<file path="config.mk">
export PLATFORM = sky130hd
export DESIGN_NAME = fsm_input_conditioner
export DESIGN_NICKNAME = d
export VERILOG_FILES = /design/src/rtl/fsm_input_conditioner.sv
export SDC_FILE = /design/constraint.sdc
export NUM_CORES = 1
export LEC_CHECK = 0
export BUFFER_PORTS_ARGS = -buffer_cell sky130_fd_sc_hd__buf_2
export CORE_MARGIN = 5
export CORE_UTILIZATION = 43
export DETAILED_ROUTE_END_ITERATION = 8
export GPL_ROUTABILITY_DRIVEN = 1
export PLACE_DENSITY = 0.73
export REMOVE_ABC_BUFFERS = 1
export SYNTH_ARGS = -nofsm -noshare
export SYNTH_HDL_FRONTEND = slang
export SYNTH_SLANG_ARGS = --single-unit
export TNS_END_PERCENT = 30
</file>
<file path="constraint.sdc">
create_clock -name clk -period 2 [get_ports clk]
set_input_delay 0.2 -clock clk [delete_from_list [all_inputs] [get_ports clk]]
set_output_delay 0.2 -clock clk [all_outputs]
set_load 0.05 [all_outputs]
</file>
<file path="src/rtl/fsm_input_conditioner.sv">
// fsm_input_conditioner
// This block conditions the raw board inputs for the vending-machine FSM.
// The inputs are coin, accepted, btnC and btnD, in bit order 0 to 3.
// Each channel goes through the following stages:
//   - a two-flop synchroniser;
//   - a per-channel stability counter;
//   - a registered clean level, plus single-cycle rise and fall pulses.
// A new level is accepted only after DEBOUNCE_CYCLES consecutive
// synchronised samples disagree with the current level.
module fsm_input_conditioner #(
  parameter int N_CH            = 4,
  parameter int DEBOUNCE_CYCLES = 16
) (
  input  logic            clk,
  input  logic            rst,
  input  logic            ena,
  input  logic [N_CH-1:0] raw_in,
  output logic [N_CH-1:0] level_out,
  output logic [N_CH-1:0] rise_out,
  output logic [N_CH-1:0] fall_out,
  output logic [N_CH-1:0] busy_out,
  output logic            any_rise
);

  // The counter only needs to reach DEBOUNCE_CYCLES-1, so ceil(log2) bits suffice.
  localparam int CNT_W = ($clog2(DEBOUNCE_CYCLES) < 1) ? 1 : $clog2(DEBOUNCE_CYCLES);
  localparam logic [CNT_W-1:0] CNT_MAX = CNT_W'(DEBOUNCE_CYCLES - 1);
  localparam logic [CNT_W-1:0] CNT_ONE = CNT_W'(1);

  logic [N_CH-1:0]  s1_q, s1_d;
  logic [N_CH-1:0]  s2_q, s2_d;
  logic [N_CH-1:0]  level_q, level_d;
  logic [N_CH-1:0]  rise_q, rise_d;
  logic [N_CH-1:0]  fall_q, fall_d;
  logic [CNT_W-1:0] cnt_q [N_CH];
  logic [CNT_W-1:0] cnt_d [N_CH];

  // Next-state logic: the synchroniser always shifts; debounce and pulses advance only while enabled.
  always_comb begin
    s1_d    = raw_in;
    s2_d    = s1_q;
    level_d = level_q;
    rise_d  = '0;
    fall_d  = '0;
    for (int i = 0; i < N_CH; i++) begin
      cnt_d[i] = cnt_q[i];
      if (ena) begin
        if (s2_q[i] == level_q[i]) begin
          cnt_d[i] = '0;
        end else if (cnt_q[i] == CNT_MAX) begin
          level_d[i] = s2_q[i];
          cnt_d[i]   = '0;
          rise_d[i]  = s2_q[i];
          fall_d[i]  = ~s2_q[i];
        end else begin
          cnt_d[i] = cnt_q[i] + CNT_ONE;
        end
      end
    end
  end

  // State registers: a synchronous reset clears everything, which drops any pending change silently.
  always_ff @(posedge clk) begin
    if (rst) begin
      s1_q    <= '0;
      s2_q    <= '0;
      level_q <= '0;
      rise_q  <= '0;
      fall_q  <= '0;
      for (int i = 0; i < N_CH; i++) begin
        cnt_q[i] <= '0;
      end
    end else begin
      s1_q    <= s1_d;
      s2_q    <= s2_d;
      level_q <= level_d;
      rise_q  <= rise_d;
      fall_q  <= fall_d;
      for (int i = 0; i < N_CH; i++) begin
        cnt_q[i] <= cnt_d[i];
      end
    end
  end

  // busy_out marks a pending change (nonzero counter); any_rise summarises the rise pulses.
  always_comb begin
    for (int i = 0; i < N_CH; i++) begin
      busy_out[i] = |cnt_q[i];
    end
    any_rise = |rise_q;
  end

  assign level_out = level_q;
  assign rise_out  = rise_q;
  assign fall_out  = fall_q;

endmodule

</file>
# Yosys cells after proc, flatten, opt, wreduce, memory -nomap -nowiden
# Memories as Yosys holds them, arrays and structs flattened.
# Cells that the tools add are included.
word_totals:
  input_bits: 7
  latchBits: 0
  n_memories: 1
  output_inout_bits: 17
  mem_bits_ro: 0
  ramBits: 16
  register_bits: 20
mem_list:
  columns: ["memory", "depth", "width", "rd", "rd_ports_with_merged_regs", "write_ports", "line", "source"]
  rows:
  - ["cnt_q", 4, 4, 4, 0, 4, "35", "logic [CNT_W-1:0] cnt_q [N_CH];"]
classes:
  n_reduce_logical: 13
  n_div: 0
  shift: 0
  add_sub_neg: 4
  n_eq_ne: 8
  multipliers: 0
  n_mux: 19
  n_lt_le_gt_ge: 0
  bitwise_logic: 17
ops:
  columns: ["op", "n"]
  rows:
  - ["two-way mux 4 bit", 16]
  - ["OR reduction 4 bit", 9]
  - ["adder 4 x 1 -> 4 bit, second input constant", 4]
  - ["== test 4 bit, second input constant", 4]
  - ["inverter 1 bit", 13]
  - ["AND reduction 3 bit", 4]
  - ["== test 1 bit", 4]
  - ["bitwise OR 1 bit", 4]
  - ["two-way mux 1 bit", 3]

# Logic depth before layout (Yosys ltp)
# Gate-level depths: netlist of run 1.
depth:
  word_depth: 5
  depth_mapped: 5

# Least setup slack after synthesis of run 1
# Ideal clock, no wire load.
synth_path:
  path_kind: "register -> output"
  from: "register rise_q[1] (netlist: rise_out[1])"
  to: "output any_rise"
  required_time_ns: 1.800
  n_path_buf: 0
  path_stages_with_launch: 2
  slack_ns: 0.515
  arrival_ns: 1.285
  path_cell_list: "dfxtp_1 > or4_1"
synth_via:
  elab_chain_cells: 1
synth_lines:
  columns: ["item", "line", "source"]
  rows:
  - ["from (decl)", "33", "logic [N_CH-1:0] rise_q, rise_d;"]
  - ["from (signal assigned)", "77", "rise_q <= rise_d;"]
  - ["OR reduction 4 bit", "90", "any_rise = |rise_q;"]
  - ["to (decl)", "22", "output logic any_rise"]
# Every way passes these cells.

# Worst setup path in the final report of run 1
# Ends and elaborated chain as after synthesis.

==> results of run 1 <==
## flip-flops by register name, indices dropped and copies added, names as in the netlist
| register | flops |
|---|---|
| s1_q | 4 |
| fall_out | 4 |
| level_out | 4 |
| rise_out | 4 |
| cnt_q | 16 |
| s2_q | 4 |
## synthesized netlist by cell type
cell type / instances / area (sq um)
a221oi_2: 1 / 15.01
ha_1: 8 / 100.1
nand4_1: 11 / 68.82
dfxtp_1: 36 / 720.7
a41oi_1: 1 / 8.760
o21ai_1: 3 / 15.01
nand2_2: 1 / 6.260
a21boi_1: 2 / 15.01
nor3_1: 2 / 10.01
nand3_1: 13 / 65.06
nand2b_1: 8 / 50.05
buf_2: 1 / 5.000
a31oi_1: 3 / 18.77
nor3b_1: 6 / 45.04
nor4b_1: 1 / 8.760
a2111oi_0: 1 / 8.760
buf_4: 1 / 7.510
o21ai_0: 2 / 10.01
xor2_1: 4 / 35.03
xnor2_1: 2 / 17.52
and4b_1: 2 / 20.02
mux2i_1: 4 / 40.04
or4_1: 1 / 7.510
nor2b_1: 11 / 68.82
clkbuf_1: 7 / 26.28
or4_4: 1 / 11.26
inv_2: 2 / 7.510
nand2_1: 9 / 33.78
or2b_1: 1 / 7.510
inv_1: 10 / 37.54
a21oi_1: 12 / 60.06
nor2_1: 9 / 33.78
nor4_1: 3 / 18.77
a31o_1: 2 / 17.52
## where the power goes
| part | internal (mW) | leakage, nW | total [mW] | switching [mW] |
|---|---|---|---|---|
| registers | 0.726 | 0.292 | 0.734 | 0.00774 |
| logic | 0.0227 | 0.422 | 0.0654 | 0.0427 |
| clock network | 0.307 | 0.0503 | 0.556 | 0.250 |
| total | 1.06 | 0.764 | 1.36 | 0.300 |
## worst max-delay path by stage
stage / start / to / cells past startpoint
6_report: rise_out[1] / any_rise / 2
4_1_cts: rise_out[1] / any_rise / 2
3_3_place_gp: ena / cnt_q[2][3] / 4
3_5_place_dp: ena / cnt_q[2][3] / 4
2_1_floorplan: rise_out[1] / any_rise / 1
5_1_grt: rise_out[1] / any_rise / 2
## final cells by class
type	count	area (sq um)	area share
multi-input cells	124	817.0	0.4388
repair buffers	24	122.6	0.06586
inverters	12	45.04	0.02419
clock buffers	7	96.34	0.05175
flip-flops and latches	36	720.7	0.3871
well taps	48	60.06	0.03226
## layer usage
layer	track usage	routed length (um)	vias to the layer above
met5	0	0	-
met2	0.2255	1463	24
li1	-	-	678
met1	0.1618	1386	603
met3	0.06031	192	6
met4	0.06263	66	0
## metrics by stage
step           std cells  utilization  setup slack, ps
3_5_place_dp         244       0.4822            603.5
4_1_cts              251       0.5085            445.4
3_3_place_gp         244       0.4822            627.3
5_1_grt              251       0.5085            395.8
6_report             251       0.5085            469.7
2_1_floorplan        172            -            514.7
## critical path, cell delays in order, from the launching register on
cell     delay (ps)
dfxtp_1         310
or4_1           510
buf_2           220
## cells by family after synthesis
logic type      Yosys count
fa+ha+maj                 8
simple gates             79
flops                    36
buf+inv                  21
compound gates           27
mux                       4
xor+xnor                  6
==> flow_metrics.py, run 1 <==
metrics = {
    "synthesis": {
        "synth_xor_area_frac": 0.03241,
        "synth_mux_area_frac": 0.02469,
        "synth.ff_latch_count": 36,
        "syn_area_sq_mm": 0.001622,
        "netlist_instances": 181,
        "synthDistinctLibCells": 34,
        "yosysSeqAreaShare": 0.4444,
        "yosysWarnings": 0,
        "synth_top_family_by_area": "simple AND/OR/NAND/NOR gates",
        "synth_simple_gate_area_frac": 0.2809,
        "synth_adder_area_share": 0.06173,
        "avgSynthCellArea_sq_um": 8.959,
        "synth-compound-area-share": 0.1042,
    },
    "flow_run": {
        "drv_cap": 0,
    },
    "min_path": {
        "hold_end": "s1_q[3]",
        "min_path_type": "input port to flip-flop",
        "min_from": "raw_in[3]",
        "min_path_cells": 2,
    },
    "floorplan": {
        "io_pins": 24,
        "core_area_sq_mm": 0.003661,
        "die_area_sq_mm": 0.005099,
        "num_rows": 22,
        "start_util": 0.4429,
        "die_x_um": 71.41,
        "die_y_um": 71.41,
    },
    "finish": {
        "final_common_cell": "dfxtp_1",
        "final_cell_mix": "36 x dfxtp_1, 23 x buf_2, 13 x nand3_1",
        "diodes": 0,
        "area_growth_pct": 14.82,
        "fillers": 353,
        "final_cell_area_sq_mm": 0.001862,
        "layout.nets": 218,
        "drive_gt1_frac": 0.1773,
    },
    "sta": {
        "hold_viol": 0,
        "final_max_slew_viol_count": 0,
        "timing.fmax_mhz": 653.5,
        "relSlewSlack": 0.6026,
        "final.period_utilization": 0.7652,
        "worst_hold_slack_ps": 114.4,
        "fin_tns_setup_ps": 0,
        "finalSetupViolCount": 0,
        "skew_ps": 3.057,
        "rsz0062_at_grt": "false",
        "min_period_ps": 1530,
        "worstMarginPinSlew_ps": 596.0,
    },
    "routing": {
        "drtIter0Drc": 107,
        "wl_per_cell_um": 12.38,
        "drt-pass1-iter-count": 4,
        "viasPerCell": 5.223,
        "ant_nets": 0,
        "vias": 1311,
        "routed_wl_mm": 3.108,
        "drc": 0,
    },
    "placed_design": {
        "gp_congestion": 0.7924,
        "hpwl_mm": 2.069,
        "placed_cell_area_sq_mm": 0.001765,
        "port_buffers": 23,
    },
    "clocking": {
        "cts_setup_buffers": 0,
        "clkSinkCount": 36,
        "cts.htree.levels": 2,
        "cts.reportedPaths.clkPinSlew_ps": 70,
        "cts_tree": "yes",
        "cts_hold_buf": 0,
        "cts_resized": 0,
        "cts_buffers": 5,
        "clock_latency_ps": 290,
        "cts-root-buf": "clkbuf_8",
        "clock_path_buffers": 2,
    },
    "power": {
        "peakVddDrop_mv": 0.4435,
        "total_power_mw": 1.356,
        "pwr_density_cell_mw_per_mm2": 728.2,
        "p_leak_nw": 0.7642,
    },
    "grt": {
        "grt_pass1_wl_mm": 5.589,
        "grt_max_degree": 33,
        "grt_pass1_vias": 1262,
        "track_usage": 0.1404,
        "antenna_found_initial": 0,
        "grt_overflow": 0,
    },
    "worst_setup_path": {
        "worstRegToRegCells": 3,
        "cp.arrival_ps": 1330,
        "cp.required_ps": 1800,
        "r2r-start": "cnt_q[2][0]",
        "r2r_slack_ps": 680,
        "cp-start-kind": "flip-flop",
        "reg2reg_to": "cnt_q[2][3]",
        "worstSetupPathType": "flip-flop to primary output",
        "crit_path_end_kind": "primary output",
        "critPathMaxFanout": 2,
    },
    "run_status": {
        "outcome": "finished clean",
    },
}
No activity file was read; power rests on OpenSTA's default activity.
==> run 2, diff against run 1 <==
- ABC_AREA: unset -> 1
- clock period: 2 -> 1.5 ns (I/O delays scaled with it)
==> run 2 against run 1 <==
Against the previous run: clock power increased by 33%; cell area up 2.6%; worst setup slack got worse by 350 ps; synthesized area increased by 2.4%; critical path depth is 2 higher; routed wire length shrank 1.5%; non-clock buffer count unchanged; total power increased by 34%; sequential power grew 34%; die area rose by 2.1%; flip-flop and latch count is the same; via count up 6.9%.
==> flow_metrics.py, run 2 <==
metrics = {
    "placed_design": {
        "hpwl_mm": 2.158,
        "gp_congestion": 0.7923,
        "placed_cell_area_sq_mm": 0.001802,
        "port_buffers": 23,
        "place_inst": 289,
    },
    "sta": {
        "finalSetupViolCount": 0,
        "final.period_utilization": 0.9215,
        "skew_ps": 5.561,
        "relSlewSlack": 0.6845,
        "timing.fmax_mhz": 723.5,
        "fin_tns_setup_ps": 0,
        "hold_viol": 0,
        "min_period_ps": 1382,
        "final_max_slew_viol_count": 0,
        "rsz0062_at_grt": "false",
        "worstMarginPinSlew_ps": 472.7,
    },
    "floorplan": {
        "die_area_sq_mm": 0.005204,
        "start_util": 0.4501,
        "die_y_um": 72.14,
        "die_x_um": 72.14,
        "io_pins": 24,
        "num_rows": 22,
        "core_area_sq_mm": 0.003689,
    },
    "finish": {
        "area_growth_pct": 15.07,
        "utilization": 0.5180,
        "instances_no_fill": 296,
        "final_cell_area_sq_mm": 0.001911,
        "layout.nets": 263,
        "regMostFlops": "cnt_q",
        "final_common_cell": "nand2_1",
        "drive_gt1_frac": 0.2339,
        "largest_reg_flops": 16,
        "final_cell_mix": "51 x nand2_1, 36 x inv_1, 34 x dfxtp_1",
        "diodes": 0,
    },
    "synthesis": {
        "synth_adder_area_share": 0.06029,
        "synth_most_common_cell": "nand2_1",
        "synth_mux_area_frac": 0,
        "synth.top_cells.by_count": "51 x nand2_1, 36 x dfxtp_1, 36 x inv_1, 22 x nor2_1, 11 x a21oi_1",
        "netlist_instances": 222,
        "synth_xor_area_frac": 0,
        "avgSynthCellArea_sq_um": 7.479,
        "syn_area_sq_mm": 0.001660,
        "ys.flop_type": "dfxtp_1",
        "synth_top_area_share": 0.4341,
        "synthDistinctLibCells": 23,
        "synth_top_cell_by_area": "dfxtp_1",
        "yosys-top-cells-area": "dfxtp_1 43%, nand2_1 12%, inv_1 8.1%",
        "synth.ff_latch_count": 36,
        "synth-compound-area-share": 0.07611,
        "yosysSeqAreaShare": 0.4341,
        "synth_edf_count": 0,
        "synth_top_family_by_area": "simple AND/OR/NAND/NOR gates",
        "yosysWarnings": 0,
        "synth_simple_gate_area_frac": 0.3090,
        "synth-async-reset-ratio": 0,
    },
    "clocking": {
        "cts.htree.levels": 2,
        "cts_tree": "yes",
        "clock_path_buffers": 2,
        "cts-root-buf": "clkbuf_8",
        "cts.reportedPaths.clkPinSlew_ps": 70,
        "cts_buffers": 5,
        "cts_hold_buf": 0,
        "cts_setup_buffers": 0,
        "clkSinkCount": 36,
        "clock_latency_ps": 290,
    },
    "routing": {
        "routed_wl_mm": 3.060,
        "drc": 0,
        "ant_nets": 0,
        "drtIter0Drc": 82,
        "drt-pass1-iter-count": 4,
        "viasPerCell": 4.733,
        "wl_per_cell_um": 10.34,
        "vias": 1401,
    },
    "worst_setup_path": {
        "cp.arrival_ps": 1230,
        "crit_start": "cnt_q[1][0]",
        "worstSetupPathType": "flip-flop to primary output",
        "crit_path_end_kind": "primary output",
        "critPathMaxFanout": 5,
        "r2r-start": "cnt_q[1][1]",
        "cp.required_ps": 1350,
        "cp-start-kind": "flip-flop",
    },
    "grt": {
        "antenna_found_initial": 0,
        "grt_overflow": 0,
        "grt_pass1_vias": 1265,
        "track_usage": 0.1358,
        "grt_max_degree": 22,
        "grt_pass1_wl_mm": 5.444,
    },
    "power": {
        "pwr_density_cell_mw_per_mm2": 952.7,
        "total_power_mw": 1.820,
        "p_leak_nw": 0.8982,
        "peakVddDrop_mv": 0.7525,
    },
    "min_path": {
        "min_from": "raw_in[3]",
        "min_path_type": "input port to flip-flop",
    },
    "run_status": {
        "outcome": "finished clean",
    },
    "flow_run": {
        "drv_cap": 0,
    },
}
==> run 2: layer usage <==
layer  share of wire  track usage
met1            0.45       0.1542
met2            0.47       0.2315
met3           0.054      0.03740
met4           0.021      0.06889
met5               0            0
==> run 2: kinds of logic after synthesis <==
| logic type | Yosys count |
|---|---|
| flip-flops | 36 |
| AO/OA/AOI/OAI | 23 |
| AND/OR/NAND/NOR | 108 |
| adder cells (fa/ha/maj) | 8 |
| buffers and inverters | 47 |
==> run 2: repair_timing <==
item,4_1_cts,5_1_grt
pin swaps,0,0
endpoints found under the setup margin,1,4
gates resized for setup,1,5
==> run 2: cell type report <==
type                            instances  area, sq um
Sequential cell                        36        723.2
Fill cell                             377         1778
Clock buffer                            7        96.34
Tap cell                               48        60.06
Multi-Input combinational cell        139        739.5
Inverter                               42        158.9
Timing Repair Buffer                   24        132.6
==> run 2: final timing paths <==
check,endpoint,depth (start not counted),slack (ps)
worst min register to register,s2_q[0],2,400
worst max register to register,cnt_q[1][0],6,340
worst max-delay path,busy_out[1],4,120
worst min-delay path,s1_q[3],3,60
==> run 2: metrics by stage <==
stage | setup WS [ps] | hold slack (ps)
6_report | 117.8 | 57.33
5_1_grt | 17.45 | 62.44
4_1_cts | 47.64 | 50.95
3_5_place_dp | 358.4 | 357.8
3_3_place_gp | 380.6 | 349.1
2_1_floorplan | 241.0 | 212.4
==> run 2: worst max-delay path: stages, from the launching register on <==
cell	delay, ps
dfxtp_1	390
inv_1	70
ha_1	190
nand2_1	60
clkbuf_4	220
==> run 2: power breakdown <==
group / total [mW] / internal [mW] / switching, mW
Combinational: 0.0993 / 0.0297 / 0.0696
Sequential: 0.982 / 0.970 / 0.0114
Clock: 0.739 / 0.409 / 0.330
==> run 3, diff against run 2 <==
- clock period: 1.5 -> 1.6 ns (I/O delays scaled with it)
==> run 3 against run 2 <==
Against the previous run: combinational power decreased by 8.6%; register-to-register slack improved by 80 ps; flip-flop and latch count unchanged; first-iteration DRC count decreased by 3.7%; via count decreased by 2.4%; cell count increased by 0.34%; routed wire length decreased by 1.6%; largest cell class unchanged; critical path depth unchanged; sequential share of layout area increased by 0.24 points; sequential power decreased by 6.3%; clock skew decreased by 0.76 ps; clock power decreased by 11%; critical endpoint is now busy_out[0]; critical path type unchanged.
==> flow_metrics.py, run 3 (synthesized netlist as in run 2, its figures left out) <==
metrics = {
    "power": {
        "total_power_mw": 1.669,
        "pwr_density_cell_mw_per_mm2": 882.5,
        "peakVddDrop_mv": 0.6147,
        "p_leak_nw": 0.8941,
    },
    "worst_setup_path": {
        "critPathBufInv": 2,
        "crit_family": "flip-flops",
        "crit_path_end_kind": "primary output",
        "critPathMaxFanout": 5,
        "slowest_delay_ps": 410,
        "worstSetupPathType": "flip-flop to primary output",
        "cp-start-kind": "flip-flop",
        "cp.required_ps": 1440,
        "cpMaxStageDelayCell": "dfxtp_1",
        "worstPathCellList": "inv_1 > ha_1 > nand3_1 > buf_2",
        "cp.arrival_ps": 1290,
    },
    "finish": {
        "final_cell_mix": "51 x nand2_1, 36 x inv_1, 36 x dfxtp_1",
        "regMostFlops": "cnt_q",
        "drive_gt1_frac": 0.2209,
        "layout.nets": 263,
        "area_growth_pct": 13.94,
        "final_cell_area_sq_mm": 0.001892,
        "largest_reg_flops": 16,
        "fillers": 386,
        "final_common_cell": "nand2_1",
        "diodes": 0,
        "instances_no_fill": 297,
    },
    "grt": {
        "grt_pass1_wl_mm": 5.402,
        "track_usage": 0.1339,
        "grt_overflow": 0,
        "antenna_found_initial": 0,
        "grt_max_degree": 22,
        "grt_pass1_vias": 1240,
    },
    "clocking": {
        "cts_buffers": 5,
        "cts-root-buf": "clkbuf_8",
        "cts.reportedPaths.clkPinSlew_ps": 70,
        "cts_resized": 0,
        "clock_latency_ps": 290,
        "cts_setup_buffers": 0,
        "cts_tree": "yes",
        "cts_hold_buf": 0,
        "cts.htree.levels": 2,
        "clkSinkCount": 36,
        "clock_path_buffers": 2,
    },
    "sta": {
        "worstMarginPinSlew_ps": 490.1,
        "final.period_utilization": 0.9073,
        "rsz0062_at_grt": "false",
        "relSlewSlack": 0.6729,
        "hold_viol": 0,
        "finalSetupViolCount": 0,
        "skew_ps": 4.797,
        "fin_tns_setup_ps": 0,
        "final_max_slew_viol_count": 0,
        "timing.fmax_mhz": 688.9,
        "min_period_ps": 1452,
    },
    "placed_design": {
        "port_buffers": 23,
        "place_inst": 289,
        "hpwl_mm": 2.184,
        "placed_cell_area_sq_mm": 0.001802,
        "gp_congestion": 0.7966,
    },
    "floorplan": {
        "die_y_um": 72.14,
        "die_x_um": 72.14,
        "num_rows": 22,
        "io_pins": 24,
        "die_area_sq_mm": 0.005204,
        "start_util": 0.4501,
        "core_area_sq_mm": 0.003689,
    },
    "routing": {
        "viasPerCell": 4.606,
        "drt-pass1-iter-count": 4,
        "routed_wl_mm": 3.011,
        "wl_per_cell_um": 10.14,
        "drtIter0Drc": 79,
        "drc": 0,
        "vias": 1368,
        "ant_nets": 0,
    },
    "min_path": {
        "min_path_type": "input port to flip-flop",
    },
    "run_status": {
        "outcome": "finished clean",
    },
    "flow_run": {
        "drv_cap": 0,
    },
}
-- run 3: changes by cell type in the layout (fill, tap and decap cells not counted) --
cell      change
clkbuf_1      +2
dfxtp_2       -2
buf_2         +4
clkbuf_8      -1
buf_4         -1
clkbuf_4      -3
dfxtp_1       +2
-- run 3: path summary, 6_finish.rpt --
kind         slack (ps)            to  cells after the start         from
min reg2reg         400       s2_q[0]                      2      s1_q[0]
min                  80       s1_q[3]                      3    raw_in[3]
max                 150   busy_out[0]                      4  cnt_q[0][0]
max reg2reg         420  level_out[0]                      6  cnt_q[0][0]
-- run 3: metrics by stage --
stage / util / setup WS (ps) / hold WS (ps)
finish: 0.5129 / 148.3 / 76.39
global route: 0.5129 / 48.58 / 81.74
CTS: 0.5129 / 134.4 / 62.06
detailed placement: 0.4885 / 435.1 / 371.1
global placement: 0.4885 / 479.3 / 359.4
floorplan: - / 341.0 / 222.4
-- run 3: area by class of cell --
type | count | area, sq um | share of cell area
tap | 48 | 60.06 | 0.03175
timing repair buffer | 24 | 122.6 | 0.06482
multi-input combinational | 139 | 739.5 | 0.3909
clock buffer | 8 | 90.09 | 0.04762
inverter | 42 | 158.9 | 0.08399
sequential | 36 | 720.7 | 0.3810
-- run 3: routing by layer --
metal | share of wire | track usage
met1 | 0.48 | 0.1589
met2 | 0.45 | 0.2164
met3 | 0.053 | 0.04986
met4 | 0.020 | 0.05637
met5 | 0 | 0
-- run 3: worst min-delay path, stage by stage --
cell    delay, ps
buf_2          70
inv_1          30
nor2_1         60
-- run 3: report_power, final --
part	internal [mW]	leakage [nW]	total (mW)	switching (mW)
Sequential	0.909	0.292	0.920	0.0105
Clock	0.351	0.0455	0.659	0.308
Combinational	0.0260	0.557	0.0908	0.0649
Total	1.29	0.894	1.67	0.383
